[src/rtl/spi_pkg.sv]
// Shared types and constants for the SPI shift engine.
// Holds the FSM state encoding and the character-length mapping rule.
package spi_pkg;

    localparam int unsigned SPI_DATA_W_DEFAULT = 32;

    typedef enum logic [1:0] {
        IDLE = 2'd0,
        XFER = 2'd1,
        DONE = 2'd2
    } spi_shift_state_e;

    // A programmed length of 0 means a full-width character; oversize values clamp to full width.
    function automatic int unsigned spi_eff_len(input int unsigned char_len,
                                                input int unsigned data_w);
        return (char_len == 0 || char_len > data_w) ? data_w : char_len;
    endfunction

endpackage

[src/rtl/spi_bit_index.sv]
// Maps a remaining-bit count to a data bit position for MSB- or LSB-first order.
// Combinational; modulo-2^LEN_W arithmetic is exact because the result is always below len.
module spi_bit_index #(
    parameter int unsigned LEN_W = 5
) (
    input  logic [LEN_W-1:0] len,
    input  logic [LEN_W-1:0] rem,
    input  logic             lsb_first,
    output logic [LEN_W-1:0] idx
);

    assign idx = lsb_first ? (len - rem) : (rem - LEN_W'(1));

endmodule

[src/rtl/spi_shift_engine.sv]
// SPI data shifter driven by clock-generator edge strobes; SPI_LOOPBACK_EN adds loopback_i (rx samples mosi_o).
// Latency: go_i -> tip_o 1 cycle; final rx edge -> done_o (and rx_data_o) 1 cycle.
// Backpressure: none; strobes are consumed as they arrive and go_i is ignored unless IDLE.
module spi_shift_engine
    import spi_pkg::*;
#(
    parameter int unsigned DATA_W = SPI_DATA_W_DEFAULT,
    parameter int unsigned LEN_W  = $clog2(DATA_W)
) (
    input  logic              clk_i,
    input  logic              rst_ni,
    input  logic              go_i,
    input  logic [LEN_W-1:0]  char_len_i,
    input  logic              lsb_first_i,
    input  logic              tx_negedge_i,
    input  logic              rx_negedge_i,
    input  logic              pos_edge_i,
    input  logic              neg_edge_i,
    input  logic [DATA_W-1:0] tx_data_i,
    input  logic              miso_i,
`ifdef SPI_LOOPBACK_EN
    input  logic              loopback_i,
`endif
    output logic              mosi_o,
    output logic              tip_o,
    output logic              last_bit_o,
    output logic              done_o,
    output logic [DATA_W-1:0] rx_data_o
);

    localparam int unsigned CW = LEN_W + 1;

    spi_shift_state_e  state;
    logic [CW-1:0]     len_in;
    logic [CW-1:0]     tx_rem;
    logic [CW-1:0]     rx_rem;
    logic [LEN_W-1:0]  len_q;
    logic [LEN_W-1:0]  tx_idx;
    logic [LEN_W-1:0]  rx_idx;
    logic              lsb_q;
    logic              tx_neg_q;
    logic              rx_neg_q;
    logic [DATA_W-1:0] tx_q;
    logic [DATA_W-1:0] rx_shift;
    logic [DATA_W-1:0] rx_next;
    logic              tx_fire;
    logic              rx_fire;
    logic              rx_bit;

    assign len_in = CW'(spi_eff_len(32'(char_len_i), DATA_W));

    assign tx_fire = (state == XFER) && (tx_neg_q ? neg_edge_i : pos_edge_i) && (tx_rem != '0);
    assign rx_fire = (state == XFER) && (rx_neg_q ? neg_edge_i : pos_edge_i) && (rx_rem != '0);

`ifdef SPI_LOOPBACK_EN
    assign rx_bit = loopback_i ? mosi_o : miso_i;
`else
    assign rx_bit = miso_i;
`endif

    // Only the low LEN_W bits of len/rem matter: a full-width length wraps to 0 harmlessly.
    spi_bit_index #(.LEN_W(LEN_W)) u_tx_index (
        .len       (len_q),
        .rem       (tx_rem[LEN_W-1:0]),
        .lsb_first (lsb_q),
        .idx       (tx_idx)
    );

    spi_bit_index #(.LEN_W(LEN_W)) u_rx_index (
        .len       (len_q),
        .rem       (rx_rem[LEN_W-1:0]),
        .lsb_first (lsb_q),
        .idx       (rx_idx)
    );

    always_comb begin
        rx_next = rx_shift;
        rx_next[rx_idx] = rx_bit;
    end

    always_ff @(posedge clk_i or negedge rst_ni) begin
        if (!rst_ni) begin
            state     <= IDLE;
            mosi_o    <= 1'b0;
            rx_data_o <= '0;
            tx_rem    <= '0;
            rx_rem    <= '0;
            len_q     <= '0;
            lsb_q     <= 1'b0;
            tx_neg_q  <= 1'b0;
            rx_neg_q  <= 1'b0;
            tx_q      <= '0;
            rx_shift  <= '0;
        end else begin
            case (state)
                IDLE: begin
                    if (go_i) begin
                        state    <= XFER;
                        tx_q     <= tx_data_i;
                        len_q    <= len_in[LEN_W-1:0];
                        tx_rem   <= len_in;
                        rx_rem   <= len_in;
                        lsb_q    <= lsb_first_i;
                        tx_neg_q <= tx_negedge_i;
                        rx_neg_q <= rx_negedge_i;
                        rx_shift <= '0;
                    end
                end
                XFER: begin
                    if (tx_fire) begin
                        mosi_o <= tx_q[tx_idx];
                        tx_rem <= tx_rem - CW'(1);
                    end
                    if (rx_fire) begin
                        rx_shift <= rx_next;
                        rx_rem   <= rx_rem - CW'(1);
                        // Publish the word with the final bit merged in as DONE is entered.
                        if (rx_rem == CW'(1)) begin
                            state     <= DONE;
                            rx_data_o <= rx_next;
                        end
                    end
                end
                DONE: begin
                    state <= IDLE;
                end
                default: begin
                    state <= IDLE;
                end
            endcase
        end
    end

    assign tip_o      = (state == XFER);
    assign done_o     = (state == DONE);
    assign last_bit_o = (state == XFER) && (rx_rem == CW'(1));

endmodule

[config.mk]
export PLATFORM = sky130hd
export DESIGN_NAME = spi_shift_engine
export DESIGN_NICKNAME = d
export VERILOG_FILES = /design/src/rtl/spi_pkg.sv /design/src/rtl/spi_bit_index.sv /design/src/rtl/spi_shift_engine.sv
export SDC_FILE = /design/constraint.sdc
export NUM_CORES = 1
export LEC_CHECK = 0
export ABC_AREA = 1
export CAP_MARGIN = 10
export CORE_MARGIN = 2
export CORE_UTILIZATION = 52
export CTS_BUF_LIST = sky130_fd_sc_hd__clkbuf_4 sky130_fd_sc_hd__clkbuf_8
export DETAILED_ROUTE_END_ITERATION = 8
export GPL_ROUTABILITY_DRIVEN = 0
export PLACE_DENSITY = 0.8
export SYNTH_ARGS = -nofsm -noshare
export SYNTH_HDL_FRONTEND = slang
export SYNTH_SLANG_ARGS = --single-unit
[constraint.sdc]
create_clock -name clk_i -period 2.1 [get_ports clk_i]
set_input_delay 0.315 -clock clk_i [delete_from_list [all_inputs] [get_ports clk_i]]
set_output_delay 0.315 -clock clk_i [all_outputs]
set_load 0.03 [all_outputs]
; After elaboration in Yosys (flattened, before gate mapping)
; Index checks and enable logic that the tools add are counted.
[op_classes]
addsub = 6
magnitude_cmp = 3
eq_ne = 7
muxes = 22
n_reduce_logical = 17
[ops]
columns = operator, n
row1 = 2-to-1 mux 32 bit, 2
row2 = case mux 32 bit (2 select lines), 1
row3 = bitwise mux 32 bit, 1
row4 = 2-to-1 mux 6 bit, 4
row5 = case mux 6 bit (2 select lines), 2
row6 = "less-than comparator 5 x 6 -> 1 bit, second input constant", 2
row7 = AND reduction 3 bit, 4
row8 = nonzero test 6 bit, 2
row9 = "subtractor 6 x 1 -> 6 bit, second input constant", 2
row10 = 2-to-1 mux 5 bit, 2
row11 = "subtractor 5 x 1 -> 5 bit, second input constant", 2
row12 = subtractor 5 bit, 2
row13 = "== test 6 x 1 -> 1 bit, second input constant", 1
row14 = logical AND 1 bit, 6
row15 = 2-to-1 mux 2 bit, 3
row16 = "!= test 2 x 1 -> 1 bit, second input constant", 3
row17 = binary-select mux 1 bit (select 5 bit), 1
row18 = demux 1 bit (select 5 bit), 1
row19 = ">= comparator 5 x 1 -> 1 bit, second input constant", 1
row20 = zero test 5 bit, 1
row21 = 2-to-1 mux 1 bit, 4
row22 = case mux 2 bit (2 select lines), 1
row23 = AND reduction 2 bit, 2
row24 = "== test 2 x 1 -> 1 bit, second input constant", 1
row25 = 4 further kinds, 4
[totals]
regBits = 119
inputBits = 46
out_inout_bits = 36
wordCells = 66

; Logic depth before layout (Yosys ltp)
[depth]
ltp_word = 9
depth_mapped = 15
ltp_nobuf = 14

; By module
; From an unflattened synthesis, not the netlist that was laid out.
[unflattened]
cells_unflattened = 803
hier_area_um2 = 6169.7
[modules_own_cells]
columns = mod, instances, cells_each, area_each_um2, seq_area_each_um2
row1 = spi_shift_engine, 1, 695, 5591.6, 2977.9
row2 = spi_bit_index (u_tx_index), 1, 55, 290.3, 0.0
row3 = spi_bit_index (u_rx_index), 1, 53, 287.8, 0.0

; Least setup slack after synthesis
; OpenSTA, ideal clock, no wires.
[synth_timing]
path_type = reg-to-reg
start = reg len_q[0]
end = reg rx_shift[11]
setup_time_ps = 65
arrival_ps = 1960
t_required_ps = 2035
path_slack_ps = 75
path_stages_with_launch = 14
n_path_buf = 1
period_less_slack_ps = 2025
cell_sequence = dfrtp_1 -> inv_1 -> ha_1 -> inv_1 -> fa_1 -> nand2_1 -> o21ai_2 -> inv_2 -> nor2_4 -> buf_2 -> nand4_1 -> nand2_1 -> nand3_1 -> nand2_1
[synth_via]
elab_chain_len = 9
word_cells_on_any_way = 10
cone_classes = add/sub (1) / order compare (2) / mux (6) / reduce/logical (1)
[synth_rtl]
columns = element, line
row1 = from (decl), spi_shift_engine.sv:37  ; logic [LEN_W-1:0] len_q;
row2 = from (signal assigned), spi_shift_engine.sv:100  ; len_q <= len_in[LEN_W-1:0];
row3 = subtractor 5 bit *, spi_bit_index.sv:12  ; assign idx = lsb_first ? (len - rem) : (rem - LEN_W'(1));
row4 = 2-to-1 mux 5 bit *, spi_bit_index.sv:12
row5 = less-than comparator 5 x 6 -> 1 bit (implied by the code) / >= comparator 5 x 1 -> 1 bit (equally long branches), spi_shift_engine.sv:78  ; rx_next[rx_idx] = rx_bit;
row6 = logical AND 1 bit (implied by the code), spi_shift_engine.sv:78
row7 = 2-to-1 mux 1 bit (implied by the code), spi_shift_engine.sv:78
row8 = demux 1 bit (select 5 bit) *, spi_shift_engine.sv:78
row9 = bitwise mux 32 bit *, spi_shift_engine.sv:78
row10 = 2-to-1 mux 32 bit *, spi_shift_engine.sv:114  ; if (rx_fire) begin
row11 = case mux 32 bit (2 select lines) *, spi_shift_engine.sv:95  ; case (state)
row12 = to (signal assigned), spi_shift_engine.sv:115  ; rx_shift <= rx_next;
row13 = to (decl), spi_shift_engine.sv:44  ; logic [DATA_W-1:0] rx_shift;
; Mark *: on every way between the ends. The rest lies on a longest branch, timed or not. The select of a mux whose other input is x is not followed.
; A chain may end at the register's enable or synchronous reset.

; Worst setup path after layout
[layout_timing]
start = reg len_q[0]
end = reg rx_data_o[14]
[layout_via]
elab_chain_len = 7
word_cells_on_any_way = 8
cone_classes = add/sub (1) / order compare (2) / mux (4) / reduce/logical (1)
[layout_rtl]
columns = element, line
row1 = subtractor 5 bit *, spi_bit_index.sv:12
row2 = 2-to-1 mux 5 bit *, spi_bit_index.sv:12
row3 = less-than comparator 5 x 6 -> 1 bit (implied by the code) / >= comparator 5 x 1 -> 1 bit (equally long branches), spi_shift_engine.sv:78
row4 = logical AND 1 bit (implied by the code), spi_shift_engine.sv:78
row5 = 2-to-1 mux 1 bit (implied by the code), spi_shift_engine.sv:78
row6 = demux 1 bit (select 5 bit) *, spi_shift_engine.sv:78
row7 = bitwise mux 32 bit *, spi_shift_engine.sv:78
row8 = to (signal assigned), spi_shift_engine.sv:120  ; rx_data_o <= rx_next;
row9 = to (decl), spi_shift_engine.sv:28  ; output logic [DATA_W-1:0] rx_data_o
; Mark *: on every way between the ends. The rest lies on a longest branch, timed or not.

==> results.yml <==
clocking:
  cts_tree: "done"
  clockBufferDepth: 2
  clk_latency_ns: 0.45
  htreeDepth: 4
  root_buffer: "clkbuf_8"
  path_clk_slew_ns: 0.07
  numCtsBuffers: 17
  cts_sinks: 119
flow_run:
  max_cap_viol_count: 0
route:
  via_count: 6501
  drt-pass1-iter-count: 7
  wl_um: 18000
  drtIter0Drc: 571
  vias_per_cell: 5.477
  drc_errors: 0
  avgRoutedWirePerCell_um: 15.17
  ant_nets: 0
logic_synthesis:
  synth.largest_area_cell: "dfrtp_1"
  ys_ff_latch: 119
  synth_area_um2: 6690
  synth_edf_count: 0
  synth_nets: 945
  ys_dominant_reg_cell: "dfrtp_1"
  synth-async-reset-ratio_pct: 100.0
  ys_seq_area_share_pct: 44.51
  synthCells: 885
  netlist-cell-type-count: 31
  synth_area_leaders: "dfrtp_1 (45%), nand2_1 (15%), nand3_1 (9.6%)"
  post_synth.cell_area_avg_um2: 7.560
  synth_top_area_share_pct: 44.51
  yosys_warnings: 0
die:
  initial_utilization_pct: 53.23
  core-area_um2: 12570
  die_h_um: 117.4
  die_w_um: 117.4
  num_rows: 41
  dieArea_um2: 13790
  num_io_pins: 82
worst_setup_path:
  cp.depth: 15
  worstPathRequired_ns: 2.44
  crit_chain: "inv_2 > ha_4 > inv_2 > fa_2 > nand2_2 > nand2_2 > nand2_2 > nand2_2 > nand3_2 > nand2_4 > nor2_4 > buf_4 > nand4_1 > nand3_1 > nand2_1"
  end_kind: "flop"
  critPathArrivalTime_ns: 2.58
  critical_path_class: "flop to flop"
  crit_path_max_fanout: 6
  cp.buffers_inverters: 3
  critPathTopFamily: "simple AND/OR/NAND/NOR gates"
  crit_top_cell: "nand2_2"
  start_kind: "flop"
  worstRegToRegCells: 15
  cp_slowest_stage_delay_ns: 0.39
  cpMaxStageDelayCell: "dfrtp_1"
cells_and_area:
  antenna_cells: 0
  fill_cells: 1003
  area_growth_pct: 29.25
  final_core_util_pct: 68.80
  drive_gt1_share_pct: 16.26
  final_common_cell: "nand2_1"
  fin_nets: 1062
  layout_common_cells: "nand2_1 (252), nand3_1 (120), dfrtp_1 (119)"
min_path:
  holdCritPathClass: "input pin to async pin"
grt:
  grt_pass1_vias: 6184
  track_usage_pct: 26.51
  antenna_found_initial: 0
  grt_pass1_wl_um: 29640
  grt_max_degree: 51
  grt_overflow: 0
sta:
  fin_hold_ws_ns: 0.3830
  worstMarginPinSlew_ns: 0.5262
  finalCriticalPeriod_ns: 2.240
  finClkSkew_ns: 0.008474
  setup_viol: 42
  setup_ws_ns: -0.1399
  tns_ns: -2.729
  rsz0062_at_grt: "true"
  drv_slew: 0
  fmax_ghz: 0.4464
  slew_headroom_pct: 64.55
  hold_viol_final: 0
  fin_crit_sh_pct: 106.7
place:
  hpwl_um: 11720
  io_buffers: 81
  pre_cts_ws_ns: -0.1806
status:
  failed_checks: "negative setup slack"
  run_status: "finished with violations"
-- layer usage --
layer  track usage (%)  up-vias  routed length [um]
met2             41.52      280                8636
met1             36.65     3032                7875
met5                 0        -                   0
li1                  -     3142                   -
met4             10.84        0                 427
met3             4.621       47                1065
-- path summary, 6_finish.rpt --
path	to	from	slack (ns)
worst max register to register	rx_data_o[14]$_DFFE_PN0P_	len_q[0]$_DFFE_PN0P_	-0.14
worst min register to register	rx_data_o[30]$_DFFE_PN0P_	rx_data_o[30]$_DFFE_PN0P_	0.48
worst min-delay path	tx_q[17]$_DFFE_PN0P_	rst_ni	0.38
max in group asynchronous	rx_shift[25]$_DFFE_PN0P_	rst_ni	1.05
min in group clk_i	tx_q[31]$_DFFE_PN0P_	tx_data_i[31]	0.44
worst max-delay path	rx_data_o[14]$_DFFE_PN0P_	len_q[0]$_DFFE_PN0P_	-0.14
-- cell usage after synthesis (4+ instances only) --
| cell | instances |
|---|---|
| inv_1 | 92 |
| ha_1 | 12 |
| nand2_1 | 262 |
| a21oi_1 | 36 |
| inv_2 | 8 |
| dfrtp_1 | 119 |
| clkbuf_1 | 15 |
| buf_4 | 7 |
| mux2_2 | 10 |
| o21ai_0 | 25 |
| a31oi_1 | 4 |
| nand4_1 | 66 |
| nor2_4 | 7 |
| nand3_1 | 128 |
| nor2_1 | 44 |
| buf_2 | 20 |
| o21ai_2 | 4 |
| nand2_2 | 6 |
-- through the flow --
step	instance area, um2	instances
final	8647	1187
after global routing	8647	1187
after CTS	8443	1178
after detailed placement	7971	1140
after global placement	7971	1140
after floorplan	6690	885
-- layout make-up --
class	instances	area, um2	share of cell area (%)
inverter	100	377.9	4.370
multi-input combinational	621	3249	37.58
clock buffer	20	275.3	3.183
timing repair buffer	143	1474	17.05
clock inverter	12	77.57	0.8971
tap	172	215.2	2.489
sequential	119	2978	34.44
-- timing repair --
action                                  4_1_cts  5_1_grt
buffers inserted                              5        7
hold buffers                                  1        0
gates resized for setup                      23       28
pin swaps                                    12       33
gates cloned                                  0        2
endpoints found under the setup margin       68       67
endpoints found under the hold margin        35        0
-- sequential cells by signal (all words and copies together), names as in the netlist --
register / flops
tx_neg_q: 1
state: 2
tx_q: 32
mosi_o: 1
tx_rem: 6
rx_shift: 32
len_q: 5
rx_data_o: 32
lsb_q: 1
rx_rem: 6
rx_neg_q: 1
-- kinds of logic (layout without fill, tap and decap cells) --
| logic type | after synthesis | after routing | share of synthesized area (%) |
|---|---|---|---|
| and+or+nand+nor | 521 | 521 | 35.46 |
| buffers and inverters | 145 | 275 | 9.127 |
| DFF | 119 | 119 | 44.51 |
| AOI/OAI and AO/OA | 72 | 72 | 5.854 |
| adders and majority gates | 14 | 14 | 2.843 |
| muxes | 10 | 10 | 1.683 |
| xor gates and xnor gates | 4 | 4 | 0.5238 |
Power is left out: the tool's default activity adds up to more than one toggle a clock period on the data nets, which glitch-free logic cannot reach.
